## config.mk

```make
export PLATFORM = sky130hd
export DESIGN_NAME = sa_autosa_cdma_param_fifo
export DESIGN_NICKNAME = d
export VERILOG_FILES = /design/src/rtl/sa_autosa_cdma_param_fifo.sv
export SDC_FILE = /design/constraint.sdc
export NUM_CORES = 1
export LEC_CHECK = 0
export CAP_MARGIN = 10
export CORE_ASPECT_RATIO = 1.2
export CORE_MARGIN = 4
export CORE_UTILIZATION = 40
export CTS_CLUSTER_DIAMETER = 80
export DETAILED_ROUTE_END_ITERATION = 7
export PLACE_DENSITY_LB_ADDON = 0.3
export SLEW_MARGIN = 10
export SYNTH_ARGS = -nofsm -noshare
export SYNTH_HDL_FRONTEND = slang
export SYNTH_SLANG_ARGS = --single-unit
```

## constraint.sdc

```tcl
create_clock -name clk -period 5.43 [get_ports clk]
set_input_delay 0.8145 -clock clk [delete_from_list [all_inputs] [get_ports clk]]
set_output_delay 0.8145 -clock clk [all_outputs]
set_load 0.1 [all_outputs]
```

## src/rtl/sa_autosa_cdma_param_fifo.sv

```systemverilog
// Parametrised single-clock FIFO for CDMA image/data paths.
// Write side: one-entry input register, reserve-then-write into a DEPTHxDW 1R1W array,
// registered ready derived from occupancy versus a runtime write limit.
// Read side: push is seen one cycle after the array write; a one-entry output register
// drives rd_req/rd_data with no bubble while streaming.
module sa_autosa_cdma_param_fifo #(
    parameter int unsigned DW        = 11,
    parameter int unsigned DEPTH     = 128,
    parameter int unsigned AW        = 7,
    parameter int unsigned AFULL_LVL = 120
) (
    input  logic              clk,
    input  logic              reset_,
    input  logic              wr_req,
    output logic              wr_ready,
    input  logic [DW-1:0]     wr_data,
    output logic              rd_req,
    input  logic              rd_ready,
    output logic [DW-1:0]     rd_data,
    input  logic              flush,
    input  logic [AW:0]       wr_limit,
    output logic [AW:0]       count,
    output logic              afull,
    input  logic [31:0]       pwrbus_ram_pd
);

    localparam int unsigned CW = AW + 1;
    localparam logic [CW-1:0] DEPTH_C = CW'(DEPTH);
    localparam logic [CW-1:0] AFULL_C = CW'(AFULL_LVL);

    // Write-side state
    logic              wr_ready_q;
    logic              wr_req_in_q;
    logic [DW-1:0]     wr_data_in_q;
    logic [CW-1:0]     count_q;
    logic              afull_q;
    logic [AW-1:0]     wr_adr_q;
    // Read-side state
    logic              rd_pushing_q;
    logic              rd_popping_q;
    logic [CW-1:0]     rd_count_q;
    logic [AW-1:0]     rd_adr_q;
    logic              rd_req_q;
    logic [DW-1:0]     rd_data_q;
    // Storage array
    logic [DW-1:0]     mem [DEPTH];

    logic [CW-1:0]     eff_limit;
    logic              wr_accept;
    logic              wr_reserve;
    logic              wr_in_d;
    logic [CW-1:0]     count_d;
    logic [CW:0]       total_d;
    logic              wr_ready_d;
    logic              rd_pop;
    logic              rd_load;
    logic [CW-1:0]     rd_count_d;

    // Power-down bus is a hint to the memory macro; the flop array has no use for it.
    logic              unused_pd;
    assign unused_pd = ^pwrbus_ram_pd;

    // Next-state for occupancy, ready and the read-side refill decision
    always_comb begin
        eff_limit  = ((wr_limit == '0) || (wr_limit > DEPTH_C)) ? DEPTH_C : wr_limit;
        wr_accept  = wr_req & wr_ready_q;
        wr_reserve = wr_req_in_q & (count_q < DEPTH_C);
        // Input register stays occupied by a new beat or by a beat that could not reserve
        wr_in_d    = wr_accept | (wr_req_in_q & ~wr_reserve);
        // Pops reach the write side one cycle late
        count_d    = count_q + CW'(wr_reserve) - CW'(rd_popping_q);
        // Ready counts the beat parked in the input register so at most eff_limit are taken
        total_d    = {1'b0, count_d} + (CW + 1)'(wr_in_d);
        wr_ready_d = total_d < {1'b0, eff_limit};
        rd_pop     = rd_req_q & rd_ready;
        // Refill the output register whenever it is free or being emptied this cycle
        rd_load    = (rd_count_q != '0) & (~rd_req_q | rd_ready);
        rd_count_d = rd_count_q + CW'(rd_pushing_q) - CW'(rd_load);
    end

    // Write-side registers; flush overrides any concurrent transfer
    always_ff @(posedge clk or negedge reset_) begin
        if (!reset_) begin
            wr_ready_q   <= 1'b1;
            wr_req_in_q  <= 1'b0;
            wr_data_in_q <= '0;
            count_q      <= '0;
            afull_q      <= 1'b0;
            wr_adr_q     <= '0;
        end else if (flush) begin
            wr_ready_q   <= 1'b1;
            wr_req_in_q  <= 1'b0;
            count_q      <= '0;
            afull_q      <= 1'b0;
            wr_adr_q     <= '0;
        end else begin
            wr_ready_q  <= wr_ready_d;
            wr_req_in_q <= wr_in_d;
            if (wr_accept) begin
                wr_data_in_q <= wr_data;
            end
            count_q <= count_d;
            afull_q <= count_d >= AFULL_C;
            if (wr_reserve) begin
                wr_adr_q <= wr_adr_q + 1'b1;
            end
        end
    end

    // Storage write of a reserved beat
    always_ff @(posedge clk) begin
        if (wr_reserve && !flush) begin
            mem[wr_adr_q] <= wr_data_in_q;
        end
    end

    // Read-side control: delayed push/pop flags, visible count, head pointer, valid
    always_ff @(posedge clk or negedge reset_) begin
        if (!reset_) begin
            rd_pushing_q <= 1'b0;
            rd_popping_q <= 1'b0;
            rd_count_q   <= '0;
            rd_adr_q     <= '0;
            rd_req_q     <= 1'b0;
        end else if (flush) begin
            rd_pushing_q <= 1'b0;
            rd_popping_q <= 1'b0;
            rd_count_q   <= '0;
            rd_adr_q     <= '0;
            rd_req_q     <= 1'b0;
        end else begin
            rd_pushing_q <= wr_reserve;
            rd_popping_q <= rd_pop;
            rd_count_q   <= rd_count_d;
            if (rd_load) begin
                rd_adr_q <= rd_adr_q + 1'b1;
            end
            rd_req_q <= rd_load | (rd_req_q & ~rd_ready);
        end
    end

    // Output data register; only read when the array holds a visible entry
    always_ff @(posedge clk) begin
        if (rd_load && !flush) begin
            rd_data_q <= mem[rd_adr_q];
        end
    end

    assign wr_ready = wr_ready_q;
    assign rd_req   = rd_req_q;
    assign rd_data  = rd_data_q;
    assign count    = count_q;
    assign afull    = afull_q;

    a_count_max: assert property (@(posedge clk) disable iff (!reset_) count_q <= DEPTH_C);

endmodule

```

Word level (Yosys, flattened, before mapping)
Memories as Yosys holds them, arrays and structs flattened. A register that Yosys moved wholly into a read port is not among the register bits.
Index checks and enable logic that the tools add are counted.
{"block": "op_classes", "n_addsub": 7, "n_lt_le_gt_ge": 4, "n_mux": 15, "n_bitwise": 13, "reduce_logical": 9}
{"op": "$mux 7", "n": 4}
{"op": "$mux 8", "n": 3}
{"op": "$add 8x1->8", "n": 2}
{"op": "$sub 8x1->8", "n": 2}
{"op": "$add 7x1->7 const B", "n": 2}
{"op": "$add 8x1->9", "n": 1}
{"op": "$lt 9x8->1", "n": 1}
{"op": "$ge 8x7->1 const B", "n": 1}
{"op": "$gt 8x8->1 const B", "n": 1}
{"op": "$logic_not 8->1", "n": 1}
{"op": "$lt 8x8->1 const B", "n": 1}
{"op": "$mux 1", "n": 8}
{"op": "$reduce_bool 8->1", "n": 1}
{"op": "$and 1x1->1", "n": 6}
{"op": "$not 1->1", "n": 4}
{"op": "$reduce_bool 2->1", "n": 2}
{"op": "$or 1x1->1", "n": 3}
{"op": "$logic_and 1x1->1", "n": 2}
{"op": "$reduce_and 2->1", "n": 1}
{"op": "$logic_not 1->1", "n": 1}
{"op": "$logic_or 1x1->1", "n": 1}
{"block": "word_totals", "regBits": 47, "ram_bits": 1408, "inputBits": 56, "wordCells": 60, "n_memories": 1}
{"memory": "mem", "depth": 128, "word_bits": 11, "rd": 1, "rd_ports_with_merged_regs": 1, "write_ports": 1, "line": "46", "text": "logic [DW-1:0] mem [DEPTH];"}

Depth between registers and ports, before layout
Gate-level depths: netlist (run 1).
{"block": "logic_depth", "depth_word": 8, "depth_mapped": 16}

Worst setup path before layout (run 1)
OpenSTA, ideal clock, no wires.
{"block": "synth_timing", "path_kind": "reg2reg", "start": "register count_q[7], in the netlist count[7]", "end": "register wr_ready_q, in the netlist wr_ready", "setup_time_ps": 91, "arrival_ps": 4076, "t_required_ps": 5339, "setup_slack_ps": 1263, "stages_incl_launch_ff": 17, "synth_period_minus_slack_ps": 4167, "path_cell_list": "dfrtp_1 > nor2b_1 > inv_1 > ha_1 > inv_1 > ha_1 > fa_1 > a21o_1 > a311o_1 > o211a_1 > or3_1 > nor2_1 > xnor2_1 > ha_1 > o21ai_0 > a21oi_1 > o31ai_1"}
{"block": "synth_between", "elab_chain_len": 8, "elab_cells_between_ends": 10, "cone_classes": "add/sub (3); order compare (2); mux (1); bitwise (4)"}
{"item": "start: declaration", "line": "35", "text": "logic [CW-1:0] count_q;"}
{"item": "start signal: assignment", "line": "102", "text": "count_q <= count_d;"}
{"item": "parallel branches: the longest is 5 deep, another holds $lt 8x8->1"}
{"item": "$add 8x1->9 (*)", "line": "73", "text": "total_d = {1'b0, count_d} + (CW + 1)'(wr_in_d);"}
{"item": "$lt 9x8->1 (*)", "line": "74", "text": "wr_ready_d = total_d < {1'b0, eff_limit};"}
{"item": "$mux 1 (*)", "line": "90", "text": "end else if (flush) begin"}
{"item": "end signal: assignment", "line": "97", "text": "wr_ready_q <= wr_ready_d;"}
{"item": "end: declaration", "line": "32", "text": "logic wr_ready_q;"}
Mark *: on every way between the ends.
A chain may end at the register's enable or synchronous reset.

Worst setup path in the final report (run 1)
Ends and elaborated chain as after synthesis.

==> run metrics, run 1 <==
status finished clean; Cell variety after synth 65; core area 0.143 mm²; detailed-route via count 28,823; Leak 20.2 nW; WP depth 16; Tot GR Track Use 19.0%; # clock sinks 1,466; final setup vio count 0; largest net degree at the start of global routing 103; Post-Synth Simple-Gate Area 2.78%; Peak VDD IR 0.387 mV; global route overflow 0; post-synthesis compound-gate area fraction 4.10%; FF-to-FF Start count[7]$_DFF_PN0_; die width 354 µm; P per Cell Area 486 mW/mm²; XOR/XNOR share of the synthesized area 0.396%; Worst-Skew Late Latency 770 ps; DRT iter0 DRCs 3,099; synth warn 0; Net Sw Frac 30.4%; DP Area 0.0607 mm²; RePlAce Congestion 0.852; clock share of power 30.3%; TritonCTS buffer count 145; Worst Path Required 6110 ps; routed wire length per instance 28.2 µm; startpoint types flop; crit path capture type flop; fraction of layout cells with a size suffix above 1 20.7%; synthesized flop and latch total 1,466; Worst Path Buf+Inv 2; largest area contributor in the netlist edfxtp_1; Detail Placement HPWL 87,100 µm; Critical Path Fanout Max 6; die area 0.150 mm²; IO buf count 45; Async SR Flop Fraction 3.21%; clk_skew 24.0 ps; fin crit share 77.0%; Routed Antenna Nets 0; Worst Tran Pin Value 1220 ps; Most used DFF post-synth edfxtp_1; Worst-path clk slew 60 ps; Fin Hold WS 150 ps; post-synthesis average cell area 20.2 µm²; cells on worst reg2reg path 16; Slew Viols, Final 0; final hold violation count 0; Synth top area share 74.1%; Vert. Die Dim 423 µm; DR vias/cell 5.69; area delta synth->final 13.4%; RSZ-0062 raised after global routing no; Root Driver clkbuf_16; first drt pass iteration count 5; origin of the worst setup path count[7]$_DFF_PN0_; initial antenna violation count 5; Hold-fix buffers, CTS 0; critical-path cell list nor2b_1, inv_1, ha_1, inv_1, ha_1, fa_1, a21o_1, a311o_1, o211a_1, or3_1, nor2_1, xnor2_1, ha_1, o21ai_0, a21oi_1, o31ai_1; Fillers 11,870; first-pass GRT wire length 208,000 µm; Post-synth EDFFs 1,419; vias in the first global route 29,513; Max-slew headroom 18.5%; crit path kind flop to flop; Max Clock Freq 239 MHz; Site Rows 152; CTS tree done; cell count after synthesis 2,848; Post-CTS Resized 0; most frequent CP cell ha_1; setup TNS 0 ps; Slowest-stage cell, CP nor2b_1; Comb pwr share 23.7%; total of max-cap violations 0; Slowest Stage Delay on Critical Path 450 ps; Synth top cells by count edfxtp_1, mux4_2, mux2i_1; top cells by area, synth edfxtp_1, mux4_2, mux2i_1, dfrtp_1, nor2_1; crit path DAT 4860 ps; clk buf depth 3; Pint 22.1 mW; H-Tree Depth 4; sequential share of power 46.0%; worst min path class input port to async pin; post-synthesis mux area share 14.1%; num ports 78; Final Net Count 3,113; Non-Filler Instances 5,069; Design Area, Final 0.0652 mm²; syn nets 2,936; Cells after DPL 4,803; count leader, synth edfxtp_1; synthesized cell area 0.0575 mm²; CP delay by family, top adder cells; Synth Area in Adders 0.723%; sequential area share after synthesis 76.2%; final wirelength 143,000 µm; combinational family with the most area after synthesis multiplexers; Tmin final 4180 ps; number of remaining DRC errors 0; Net Switching 9.61 mW; Starting Density 40.2%; Post-CTS Repair Setup Buffers 0
stage by stage:
step                      power (mW)  utilization, %  setup slack [ps]
after floorplan                 19.8               -              1260
after global placement          22.2            42.5              1230
after detailed placement        22.4            42.5              1270
after CTS                       31.9            45.6              1240
after global routing            32.9            45.6               910
final                           31.7            45.6              1250
final timing paths:
check / endpoint / slack (ps)
worst max-delay path: wr_ready$_DFF_PN1_ / 1250
worst min-delay path: count[5]$_DFF_PN0_ / 150
worst max register to register: wr_ready$_DFF_PN1_ / 1250
worst min register to register: rd_popping_q$_DFF_PN0_ / 580
max in group asynchronous: rd_adr_q[1]$_DFFE_PN0P_ / 4760
min in group clk: rd_popping_q$_DFF_PN0_ / 580
placed cells by master, fill, tap and decap left out, types with 13 or more instances in the layout:
| cell | n |
|---|---|
| a22o_1 | 27 |
| a211oi_1 | 56 |
| mux4_2 | 271 |
| dfrtp_4 | 13 |
| nand3_1 | 28 |
| o21ai_0 | 17 |
| mux2_2 | 14 |
| nand2b_1 | 13 |
| a22oi_1 | 58 |
| o221ai_1 | 31 |
| xnor2_1 | 14 |
| a21oi_1 | 40 |
| clkbuf_1 | 34 |
| clkbuf_16 | 149 |
| dfrtp_1 | 32 |
| ha_1 | 30 |
| clkinv_2 | 23 |
| nor2_1 | 164 |
| clkdlybuf4s50_1 | 44 |
| buf_4 | 133 |
| mux2i_1 | 185 |
| inv_1 | 23 |
| edfxtp_1 | 1419 |
| nor2b_1 | 21 |
| clkinv_1 | 33 |
| o22ai_1 | 29 |
| nor3_1 | 13 |
| nand2_1 | 69 |
power by group through the flow:
stage	registers (mW)	clock network, mW	logic, mW
after floorplan	15.1	0	4.77
after global placement	14.8	0	7.40
after detailed placement	14.8	0	7.55
after CTS	14.6	9.76	7.58
after global routing	14.6	10.3	7.96
final	14.6	9.60	7.49
registers in the layout, summed over array words and instances (netlist names):
register      cells
rd_data          11
count             8
afull             1
rd_req            1
wr_ready          1
rd_pushing_q      1
wr_req_in_q       1
wr_data_in_q     11
rd_adr_q          7
wr_adr_q          7
rd_popping_q      1
mem            1408
rd_count_q        8
per-layer routing:
| metal | global-route usage (%) | share of wire [%] |
|---|---|---|
| met1 | 25.2 | 39 |
| met2 | 31.9 | 50 |
| met3 | 3.54 | 7.1 |
| met4 | 6.33 | 3.1 |
| met5 | 0 | 0 |
cell type report:
class                           instances  area [µm²]  share of cell area [%]
Timing Repair Buffer                  184        1560                    2.40
Sequential cell                      1466       43800                    67.3
Clock inverter                         82         653                    1.00
Tap cell                             1925        2410                    3.70
Antenna cell                            1        2.50                 0.00384
Multi-Input combinational cell       1204       12800                    19.6
Clock buffer                          183        3860                    5.92
Inverter                               24        90.1                   0.138
cells by family (layout without fill, tap and decap cells):
logic type                 Yosys count  in the layout
other                                0              1
xor gates and xnor gates            26             26
muxes                              470            470
AOI/OAI and AO/OA                  321            321
buffers and inverters              178            473
DFF                               1466           1466
adders and majority gates           32             32
and+or+nand+nor                    355            355
No activity file was read; power rests on OpenSTA's default activity.
==> run 2: changes to the inputs <==
==> constraint.sdc (replaced) <==
create_clock -name clk -period 3.7 [get_ports clk]
set_input_delay 0.555 -clock clk [delete_from_list [all_inputs] [get_ports clk]]
set_output_delay 0.555 -clock clk [all_outputs]
set_load 0.1 [all_outputs]
==> run metrics, run 2 (synthesis results as in run 1) <==
status finished clean (unchanged); DR vias/cell 5.67 (was 5.69); Worst-path clk slew 60 ps (about the same); Detail Placement HPWL 94,800 µm (was 87,100 µm); CTS tree done (unchanged); fin crit share 96.2% (was 77.0%); Worst Path Required 4380 ps (was 6110 ps); DRT iter0 DRCs 3,050 (was 3,099); Root Driver clkbuf_16 (unchanged); vias in the first global route 30,315 (was 29,513); register with the most flip-flops mem (unchanged); DP Area 0.0621 mm² (was 0.0607 mm²); Slew Viols, Final 0 (unchanged); first-pass GRT wire length 216,000 µm (was 208,000 µm); Site Rows 152 (unchanged); FF-to-FF Start count[7]$_DFF_PN0_ (unchanged); cells on worst reg2reg path 16 (unchanged); Vert. Die Dim 423 µm (unchanged); die width 354 µm (unchanged); IO buf count 45 (unchanged); P per Cell Area 713 mW/mm² (was 486 mW/mm²); Starting Density 40.2% (unchanged); number of remaining DRC errors 0 (unchanged); crit path DAT 4240 ps (was 4860 ps); detailed-route via count 29,702 (was 28,823); largest net degree at the start of global routing 89 (was 103); Max Clock Freq 281 MHz (was 239 MHz); Slowest-stage cell, CP dfrtp_4 (was nor2b_1); worst min path class input port to flop (was input port to async pin); most frequent cells in the layout edfxtp_1, buf_4, mux4_2 (was edfxtp_1, mux4_2, mux2i_1); Worst Tran Pin Value 1190 ps (was 1220 ps); initial antenna violation count 6 (was 5); R2R Setup Slk 140 ps (was 1250 ps); startpoint types flop (unchanged); final hold violation count 0 (unchanged); first drt pass iteration count 8 (was 5); RePlAce Congestion 0.859 (was 0.852); routed wire length per instance 28.4 µm (was 28.2 µm); final setup vio count 0 (unchanged); WP depth 16 (unchanged); core area 0.143 mm² (unchanged); critical-path cell list nor2b_4, inv_1, ha_1, inv_1, ha_2, fa_2, a21o_1, a311o_1, o211a_1, or3_4, nor2_4, xnor2_1, ha_1, o21ai_0, a21oi_1, o31ai_1 (was nor2b_1, inv_1, ha_1, inv_1, ha_1, fa_1, a21o_1, a311o_1, o211a_1, or3_1, nor2_1, xnor2_1, ha_1, o21ai_0, a21oi_1, o31ai_1); reg2reg end wr_ready$_DFF_PN1_ (unchanged); crit path kind flop to flop (unchanged); origin of the worst setup path count[7]$_DFF_PN0_ (unchanged); commonest non-fill, non-tap cell in the layout edfxtp_1 (unchanged); clk buf depth 3 (unchanged); clk_skew 17.1 ps (was 24.0 ps); Util after Layout 46.8% (was 45.6%); # clock sinks 1,466 (unchanged); Routed Antenna Nets 0 (unchanged); Tot GR Track Use 19.9% (was 19.0%); fraction of layout cells with a size suffix above 1 25.2% (was 20.7%); TritonCTS buffer count 144 (was 145); Largest register FFs 1,408 (unchanged); final wirelength 149,000 µm (was 143,000 µm); Worst-Skew Late Latency 780 ps (was 770 ps); Slowest Stage Delay on Critical Path 490 ps (was 450 ps); Leak 21.2 nW (was 20.2 nW); crit path to wr_ready$_DFF_PN1_ (unchanged); crit path capture type flop (unchanged); global route overflow 0 (unchanged); die area 0.150 mm² (unchanged); CP delay by family, top compound AO/OA/AOI/OAI gates (was adder cells); Peak VDD IR 0.843 mV (was 0.387 mV); Critical Path Fanout Max 3 (was 6); Design Area, Final 0.0668 mm² (was 0.0652 mm²); Final Net Count 3,287 (was 3,113); Worst Path Buf+Inv 2 (unchanged); H-Tree Depth 4 (unchanged); area delta synth->final 16.2% (was 13.4%); total of max-cap violations 0 (unchanged); Tmin final 3560 ps (was 4180 ps); Fin Hold WS 402 ps (was 150 ps); num ports 78 (unchanged); Max-slew headroom 20.4% (was 18.5%)
==> run 2: changes by cell type in the layout (fill, tap and decap cells not counted), sizes merged, moves of 2 or more <==
cell / previous run / this run
bufinv: 7 / 11
diode: 1 / 3
inv: 31 / 29
clkbuf: 183 / 177
buf: 140 / 314
==> run 2: worst min path at each step <==
stage,from,to,slack [ps],cells past startpoint
6_report,wr_data[2],wr_data_in_q[2]$_DFFE_PN0P_,400,2
5_1_grt,wr_data[6],wr_data_in_q[6]$_DFFE_PN0P_,380,2
3_5_place_dp,rd_req$_DFF_PN0_,rd_popping_q$_DFF_PN0_,570,1
2_1_floorplan,reset_,afull$_DFF_PN0_,260,0
4_1_cts,wr_data[2],wr_data_in_q[2]$_DFFE_PN0P_,350,2
3_3_place_gp,rd_req$_DFF_PN0_,rd_popping_q$_DFF_PN0_,560,1
==> run 2: power breakdown <==
group	internal (mW)	leakage, nW	total, mW	switching (mW)
combinational	5.04	5.65	11.7	6.67
sequential	20.1	13.4	21.6	1.50
clock	8.14	2.24	14.3	6.15
==> run 2: per-stage QoR <==
stage / instances / worst slack (ps) / power (mW) / setup TNS, ps
2_1_floorplan: 2848 / 20.0 / 29.1 / 0
3_3_place_gp: 4974 / 37.8 / 33.4 / 0
3_5_place_dp: 4974 / 118 / 33.7 / 0
4_1_cts: 5235 / 104 / 47.9 / 0
5_1_grt: 5239 / -5.74 / 49.4 / -5.74
6_report: 5241 / 140 / 47.6 / 0
==> run 2: layout make-up <==
cell class	instances	area [µm²]
diodes	3	7.51
clock buffers	177	3810
clock inverters	83	791
fillers	11764	76000
inverters	24	90.1
multi-input cells	1204	12800
flip-flops and latches	1466	43800
well taps	1925	2410
repair buffers	359	3060
==> run 2: per-layer routing <==
metal	vias to the layer above	share of wire [%]	track usage, %
li1	12504	-	-
met1	15650	39	26.1
met2	1272	50	32.9
met3	274	7.4	3.42
met4	2	4.1	8.15
met5	-	0.0087	0
==> run 2: what timing repair did <==
action,4_1_cts,5_1_grt
hold endpoints to repair,38,0
endpoints found under the setup margin,0,1
hold buffers,1,0
gates resized for setup,0,8
buffers inserted,0,3
